**src/rtl/disp_arbiter.sv**
```systemverilog
`default_nettype none
// ============================================================================
// Module   : disp_arbiter
// Brief    : Round-robin owner arbitration for a shared BCD display, with a
//            minimum hold time, a maximum slice under contention and one dead
//            cycle between owners.
// Revision : 1.0
// ============================================================================
module disp_arbiter #(
    parameter int HOLD_CYC  = 50_000_000,
    parameter int SLICE_CYC = 150_000_000
) (
    input  logic        clk,
    input  logic        reset,
    input  logic [2:0]  req,
    input  logic [23:0] data0,
    input  logic [23:0] data1,
    input  logic [23:0] data2,
    output logic [2:0]  grant,
    output logic [1:0]  cur_id,
    output logic [23:0] bcd_data,
    output logic        disp_en
);

    localparam logic [31:0] C_HOLD_LAST  = 32'(HOLD_CYC - 1);
    localparam logic [31:0] C_SLICE_LAST = 32'(SLICE_CYC - 1);

    typedef enum logic [1:0] {
        ST_IDLE    = 2'd0,
        ST_GRANT   = 2'd1,
        ST_RELEASE = 2'd2
    } state_t;

    state_t      state_q,   state_d;
    logic [2:0]  grant_q,   grant_d;
    logic [1:0]  cur_id_q,  cur_id_d;
    logic [23:0] bcd_q,     bcd_d;
    logic        en_q,      en_d;
    logic [31:0] cnt_q,     cnt_d;
    logic [1:0]  last_id_q, last_id_d;

    logic        w_arb_valid;
    logic [1:0]  w_arb_id;
    logic [23:0] w_arb_data;
    logic [23:0] w_own_data;
    logic        w_own_req;
    logic        w_other_req;
    logic        w_release;

    // Search starts one past the previous owner so a held request rotates.
    always_comb begin
        w_arb_valid = |req;
        w_arb_id    = 2'd0;
        case (last_id_q)
            2'd0: begin
                if (req[1])      w_arb_id = 2'd1;
                else if (req[2]) w_arb_id = 2'd2;
                else             w_arb_id = 2'd0;
            end
            2'd1: begin
                if (req[2])      w_arb_id = 2'd2;
                else if (req[0]) w_arb_id = 2'd0;
                else             w_arb_id = 2'd1;
            end
            default: begin
                if (req[0])      w_arb_id = 2'd0;
                else if (req[1]) w_arb_id = 2'd1;
                else             w_arb_id = 2'd2;
            end
        endcase
    end

    always_comb begin
        w_arb_data = data0;
        case (w_arb_id)
            2'd1:    w_arb_data = data1;
            2'd2:    w_arb_data = data2;
            default: w_arb_data = data0;
        endcase
        w_own_data = data0;
        case (cur_id_q)
            2'd1:    w_own_data = data1;
            2'd2:    w_own_data = data2;
            default: w_own_data = data0;
        endcase
    end

    assign w_own_req   = |(req & grant_q);
    assign w_other_req = |(req & ~grant_q);
    assign w_release   = (!w_own_req && (cnt_q >= C_HOLD_LAST)) ||
                         ((cnt_q == C_SLICE_LAST) && w_other_req);

    always_comb begin
        state_d   = state_q;
        grant_d   = grant_q;
        cur_id_d  = cur_id_q;
        bcd_d     = bcd_q;
        en_d      = en_q;
        cnt_d     = cnt_q;
        last_id_d = last_id_q;
        case (state_q)
            ST_IDLE, ST_RELEASE: begin
                state_d = ST_IDLE;
                grant_d = 3'b000;
                bcd_d   = 24'd0;
                en_d    = 1'b0;
                if (w_arb_valid) begin
                    state_d  = ST_GRANT;
                    grant_d  = 3'(3'b001 << w_arb_id);
                    cur_id_d = w_arb_id;
                    bcd_d    = w_arb_data;
                    en_d     = 1'b1;
                    cnt_d    = 32'd0;
                end
            end
            ST_GRANT: begin
                bcd_d = w_own_data;
                en_d  = 1'b1;
                cnt_d = (cnt_q == C_SLICE_LAST) ? cnt_q : cnt_q + 32'd1;
                if (w_release) begin
                    // Recording the owner now makes the RELEASE-cycle search skip it.
                    state_d   = ST_RELEASE;
                    grant_d   = 3'b000;
                    bcd_d     = 24'd0;
                    en_d      = 1'b0;
                    last_id_d = cur_id_q;
                end
            end
            default: begin
                state_d = ST_IDLE;
                grant_d = 3'b000;
                bcd_d   = 24'd0;
                en_d    = 1'b0;
            end
        endcase
    end

    always_ff @(posedge clk) begin
        if (reset) begin
            state_q   <= ST_IDLE;
            grant_q   <= 3'b000;
            cur_id_q  <= 2'd0;
            bcd_q     <= 24'd0;
            en_q      <= 1'b0;
            cnt_q     <= 32'd0;
            last_id_q <= 2'd2;
        end else begin
            state_q   <= state_d;
            grant_q   <= grant_d;
            cur_id_q  <= cur_id_d;
            bcd_q     <= bcd_d;
            en_q      <= en_d;
            cnt_q     <= cnt_d;
            last_id_q <= last_id_d;
        end
    end

    assign grant    = grant_q;
    assign cur_id   = cur_id_q;
    assign bcd_data = bcd_q;
    assign disp_en  = en_q;

endmodule
`default_nettype wire

```
**config.mk**
```make
export PLATFORM = sky130hd
export DESIGN_NAME = disp_arbiter
export DESIGN_NICKNAME = d
export VERILOG_FILES = /design/src/rtl/disp_arbiter.sv
export SDC_FILE = /design/constraint.sdc
export NUM_CORES = 1
export LEC_CHECK = 0
export CAP_MARGIN = 20
export CORE_MARGIN = 2
export CORE_UTILIZATION = 45
export CTS_CLUSTER_DIAMETER = 200
export DETAILED_ROUTE_END_ITERATION = 12
export DONT_BUFFER_PORTS = 1
export PLACE_DENSITY = 0.67
export SLEW_MARGIN = 5
export SYNTH_ARGS = -nofsm -noshare
export SYNTH_HDL_FRONTEND = slang
export SYNTH_SLANG_ARGS = --single-unit
```
**constraint.sdc**
```tcl
create_clock -name clk -period 4.2 [get_ports clk]
set_clock_uncertainty 0.05 [all_clocks]
set_input_delay 0.63 -clock clk [delete_from_list [all_inputs] [get_ports clk]]
set_output_delay 0.63 -clock clk [all_outputs]
set_load 0.01 [all_outputs]
```
# Yosys cells after proc, flatten, opt, wreduce, memory -nomap -nowiden
# Index checks and enable logic that the tools add are counted.
classes:
  n_reduce_logical: 14
  n_shift: 1
  order_cmp: 1
  bitwise_logic: 3
  eq_ne: 11
  mul: 0
  n_mux: 24
  n_div: 0
  add_sub_neg: 1
op_table:
  columns: ["operator", "n"]
  rows:
  - ["$pmux W24 S2", 3]
  - ["$mux W32", 2]
  - ["$pmux W32 S2", 1]
  - ["$mux W24", 2]
  - ["$add A32 B1 Y32 const B", 1]
  - ["$eq A32 B28 Y1 const B", 1]
  - ["$ge A32 B26 Y1 const B", 1]
  - ["$mux W2", 6]
  - ["$reduce_or A3 Y1", 3]
  - ["$eq A2 B1 Y1 const B", 4]
  - ["$pmux W2 S2", 2]
  - ["$and A3 B3 Y3", 2]
  - ["$eq A2 B2 Y1 const B", 3]
  - ["$mux W3", 2]
  - ["$ne A2 B2 Y1 const B", 3]
  - ["$pmux W3 S2", 1]
  - ["$logic_not A2 Y1", 2]
  - ["$mux W1", 4]
  - ["$reduce_and A2 Y1", 2]
  - ["$not A3 Y3", 1]
  - ["$reduce_and A3 Y1", 1]
  - ["$shl A1 B2 Y3 const A", 1]
  - ["$logic_and A1 B1 Y1", 2]
  - ["$pmux W1 S2", 1]
  - ["other kinds (4)", 4]
totals:
  output_inout_bits: 30
  latch_bits: 0
  ff_bits: 66
  n_memories: 0
  elab_cells: 62
  ramBits: 0
  mem_bits_ro: 0

# Depth between registers and ports, before layout
depth:
  ltp_word: 7
  depth_mapped: 12
  ltp_nobuf: 10

# Worst setup path before layout
# No wires, ideal clock.
synth_path:
  kind: "register to register"
  startpoint: "register cnt_q[28]"
  endpoint: "register bcd_q[10], in the netlist bcd_data[10]"
  stages_incl_launch_ff: 8
  arrival_ns: 2.244
  setup_slack_ns: 1.779
  path_cell_list: "dfxtp_1 or4_4 or4b_4 nor4_4 a32oi_2 nand3_4 buf_12 o22ai_2"
synth_between:
  elab_chain_len: 5
  word_cells_on_any_way: 7
  classes_between: "1 x order compare; 1 x eq/ne; 2 x mux; 3 x reduce/logical"
synth_lines:
  columns: ["element", "line", "rtl"]
  rows:
  - ["start: declaration", "39", "logic [31:0] cnt_q, cnt_d;"]
  - ["start signal: assignment", "153", "cnt_q <= cnt_d;"]
  - ["$ge A32 B26 Y1 / $eq A32 B28 Y1 (equally long branches)", "90, 91", null]
  - ["$logic_and A1 B1 Y1, on equally long branches", "90, 91", null]
  - ["$logic_or A1 B1 Y1 (*)", "90", "assign w_release = (!w_own_req && (cnt_q >= C_HOLD_LAST)) ||"]
  - ["$mux W24 (*)", "120", "if (w_release) begin"]
  - ["$pmux W24 S2 (*)", "101", "case (state_q)"]
  - ["end signal: assignment", "143", "bcd_q <= 24'd0;"]
  - ["end signal: assignment", "151", "bcd_q <= bcd_d;"]
  - ["end: declaration", "37", "logic [23:0] bcd_q, bcd_d;"]
# Every way passes the cells marked *; elsewhere a longest branch is shown, timed or not.
# A chain may end at the register's enable or synchronous reset.

# Worst setup path after layout
layout_path:
  startpoint: "register cnt_q[28]"
  endpoint: "register bcd_q[20], in the netlist bcd_data[20]"
# The elaborated chain is that of the path after synthesis.

==> reports/metrics.cfg <==
[outcome]
status = finished clean

[clocking]
clockBufferDepth = 2
htreeDepth = 3
cts_resized = 0
clock-root-buffer = clkbuf_8
hold_buffers = 0
cts.sinks = 66
worst_skew_pair.late_latency_ns = 0.35
cts_buffers = 9
clk_pin_slew_ns = 0.07
cts_tree = yes
cts_setup_buffers = 0

[yosys]
synth_top_area_share_pct = 32.28
ys_seq_area_share_pct = 32.28
yosys.area.top_type = dfxtp_1
synth_cells = 490
ys_seq_elements = 66
synth_nets = 573
synth_enable_flop_cells = 0
syn_area_mm2 = 0.004093
synthArstFlopShare_pct = 0
avgSynthCellArea_um2 = 8.352
yosysWarnings = 0
yosys-top-cells-area = dfxtp_1 32%, a22oi_1 8.8%, o22ai_2 5.5%, nor2_1 5.0%, a21oi_1 4.2%
ys_types = 67
ys.flop_type = dfxtp_1

[finish]
drive_gt1_share_pct = 12.42
synthToLayoutAreaGrowth_pct = 2.629
final_cells = 583
finalNetCount = 554
antennaDiodeCount = 0

[setup_path]
crit_path_end_kind = flop
reg2reg_depth = 6
cp_top_family = simple AND/OR/NAND/NOR gates
cp.depth = 6
crit_required_ns = 4.42
cp_cell_sequence = or4_4 -> a2111oi_2 -> nor3_1 -> a21oi_2 -> nand3_4 -> o22ai_2
crit_type = reg2reg
worst-path-max-fanout = 28
path_buf_inv = 0
startpoint_type = flop
r2r-start = cnt_q[28]$_SDFFE_PP0P_
arrival_ns = 3.06
critPathLaunch = cnt_q[28]$_SDFFE_PP0P_
r2r_slack_ns = 1.35
critPathMaxStageDelay_ns = 0.60
cpMaxStageDelayCell = or4_4

[pwr]
p_int_mw = 1.017
combinationalPowerShare_pct = 20.4
p_sw_uw = 488.9
p_leak_nw = 1.381
switching_share_pct = 32.46
seq_power_share_pct = 47.7
p_total_mw = 1.506
ir_drop_v = 0.0001285
power.density_mw_per_mm2 = 358.6
p_clk_share_pct = 31.9

[routing]
first_pass_iters = 5
ant_nets = 0
wire_per_inst_um = 18.14
drt_iter0_drc = 219
wirelength_mm = 10.58
vias = 3741
drc = 0
viasPerCell = 6.417

[global_route]
grt_overflow = 0
grt_max_degree = 49
grt_usage_pct = 21.23
antenna_found_initial = 0
grt_pass1_vias = 3577
grt_pass1_wl_mm = 17.22

[sta]
setup_viol = 0
hold_viol_final = 0
fmax_mhz = 351.1
worstMarginPinSlew_ns = 1.065
finalCritPeriodShare_pct = 67.81
drv_slew = 0
rsz0062_at_grt = no
slew-limit-headroom_pct = 28.98
postLayoutSetupSlackWorst_ns = 1.352
fin_crit_ns = 2.848
setup_tns_ns = 0

[floorplan]
die_w_um = 99.37
die-height_um = 99.37
row_count = 34
start_util_pct = 46.70
core_mm2 = 0.008763
io_pins = 107
die_area_mm2 = 0.009873

[flow_run]
cap_violations = 0

[hold_path]
hold_path_class = in2reg
min_path_cells = 1
min_from = reset

[placed_design]
place.gp.congestion = 0.8404
io_buffers = 0
dp_cells = 568
dp_slack_ns = 1.396
hpwlAfterDp_mm = 7.336

## through the flow
| stage | utilization [%] | hold slack, ns | area [µm²] |
|---|---|---|---|
| 4_1_cts | 47.93 | 0.2877 | 4200 |
| 3_5_place_dp | 45.99 | 0.4147 | 4030 |
| 6_report | 47.93 | 0.2965 | 4200 |
| 3_3_place_gp | 45.99 | 0.4018 | 4030 |
| 2_1_floorplan | - | 0.3915 | 4093 |
| 5_1_grt | 47.93 | 0.2885 | 4200 |
## kinds of logic (layout without fill, tap and decap cells)
kind of cell	Yosys count	in the layout	synth area share [%]
AO/OA/AOI/OAI	188	188	33.60
AND/OR/NAND/NOR	160	160	20.70
flip-flops	66	66	32.28
buffers and inverters	49	34	7.032
XOR/XNOR	19	19	4.066
adder cells (fa/ha/maj)	6	6	1.834
multiplexers	2	2	0.4892
## cell type report
| class | count | area (µm²) |
|---|---|---|
| Tap cell | 108 | 135.1 |
| Timing Repair Buffer | 5 | 37.54 |
| Sequential cell | 66 | 1321 |
| Fill cell | 864 | 4563 |
| Inverter | 14 | 52.55 |
| Clock inverter | 3 | 15.01 |
| Clock buffer | 12 | 155.1 |
| Multi-Input combinational cell | 375 | 2484 |
## power groups by stage
stage | Sequential (mW) | Clock, mW | Combinational (mW)
2_1_floorplan | 0.721 | 0 | 0.276
4_1_cts | 0.720 | 0.489 | 0.305
6_report | 0.719 | 0.481 | 0.307
5_1_grt | 0.724 | 0.519 | 0.342
3_3_place_gp | 0.734 | 0 | 0.295
3_5_place_dp | 0.733 | 0 | 0.305
## worst reg2reg max path, stage by stage (launching register included)
cell and delay [ns]:
dfxtp_1 0.35, or4_4 0.60, a2111oi_2 0.57, nor3_1 0.18, a21oi_2 0.28, nand3_4 0.40
o22ai_2 0.34
## cell usage after synthesis (all sizes together), types with 2 or more instances
library cell and n:
a21o 2, a21oi 35, nand4b 2, clkdlybuf4s50 2
and2 6, mux2i 2, o21ai 38, or4 4
nor3 5, nor2 55, a32oi 2, inv 14
nand2 39, or3 8, or2 3, nand3 7
xnor2 3, ha 6, or4b 2, a211oi 3
xor2 16, nand4 5, o22ai 26, a22oi 48
dfxtp 66, o211ai 13, a2111oi 2, buf 3
a31oi 2, and4 6, nor4 7, nor2b 5
o2111ai 7, o21a 3, clkbuf 29
## layer usage
layer  GRT usage [%]  up-vias  share of wire [%]
li1                -     1796                  -
met1           26.88     1773                 42
met2           34.15      150                 47
met3           6.465       22                8.7
met4           7.903        0                2.1
met5               0        -                  0
## layout by cell type (no fill, tap or decap), drive strengths merged, types with 3 or more instances in the layout
cell / count
o2111ai: 7
buf: 5
clkinv: 3
nand2: 39
inv: 14
xnor2: 3
a21oi: 35
xor2: 16
a211oi: 3
nand4: 5
clkbuf: 12
o21a: 3
or2: 3
nor3: 5
ha: 6
nand3: 7
nor2b: 5
o21ai: 38
a22oi: 48
o22ai: 26
and2: 6
dfxtp: 66
o211ai: 13
nor4: 7
nor2: 55
or3: 8
and4: 6
or4: 4
## state kept, by name, summed over array words and instances, names as in the netlist
name,count
bcd_data,24
cnt_q,32
disp_en,1
cur_id,2
grant,3
last_id_q,2
state_q,2
## worst paths after layout
path	endpoint
hold reg to reg	cnt_q[1]$_SDFFE_PP0P_
setup / recovery	bcd_data[20]$_SDFF_PP0_
hold / removal	cnt_q[1]$_SDFFE_PP0P_
setup reg to reg	bcd_data[20]$_SDFF_PP0_
No activity file was read; power rests on OpenSTA's default activity.
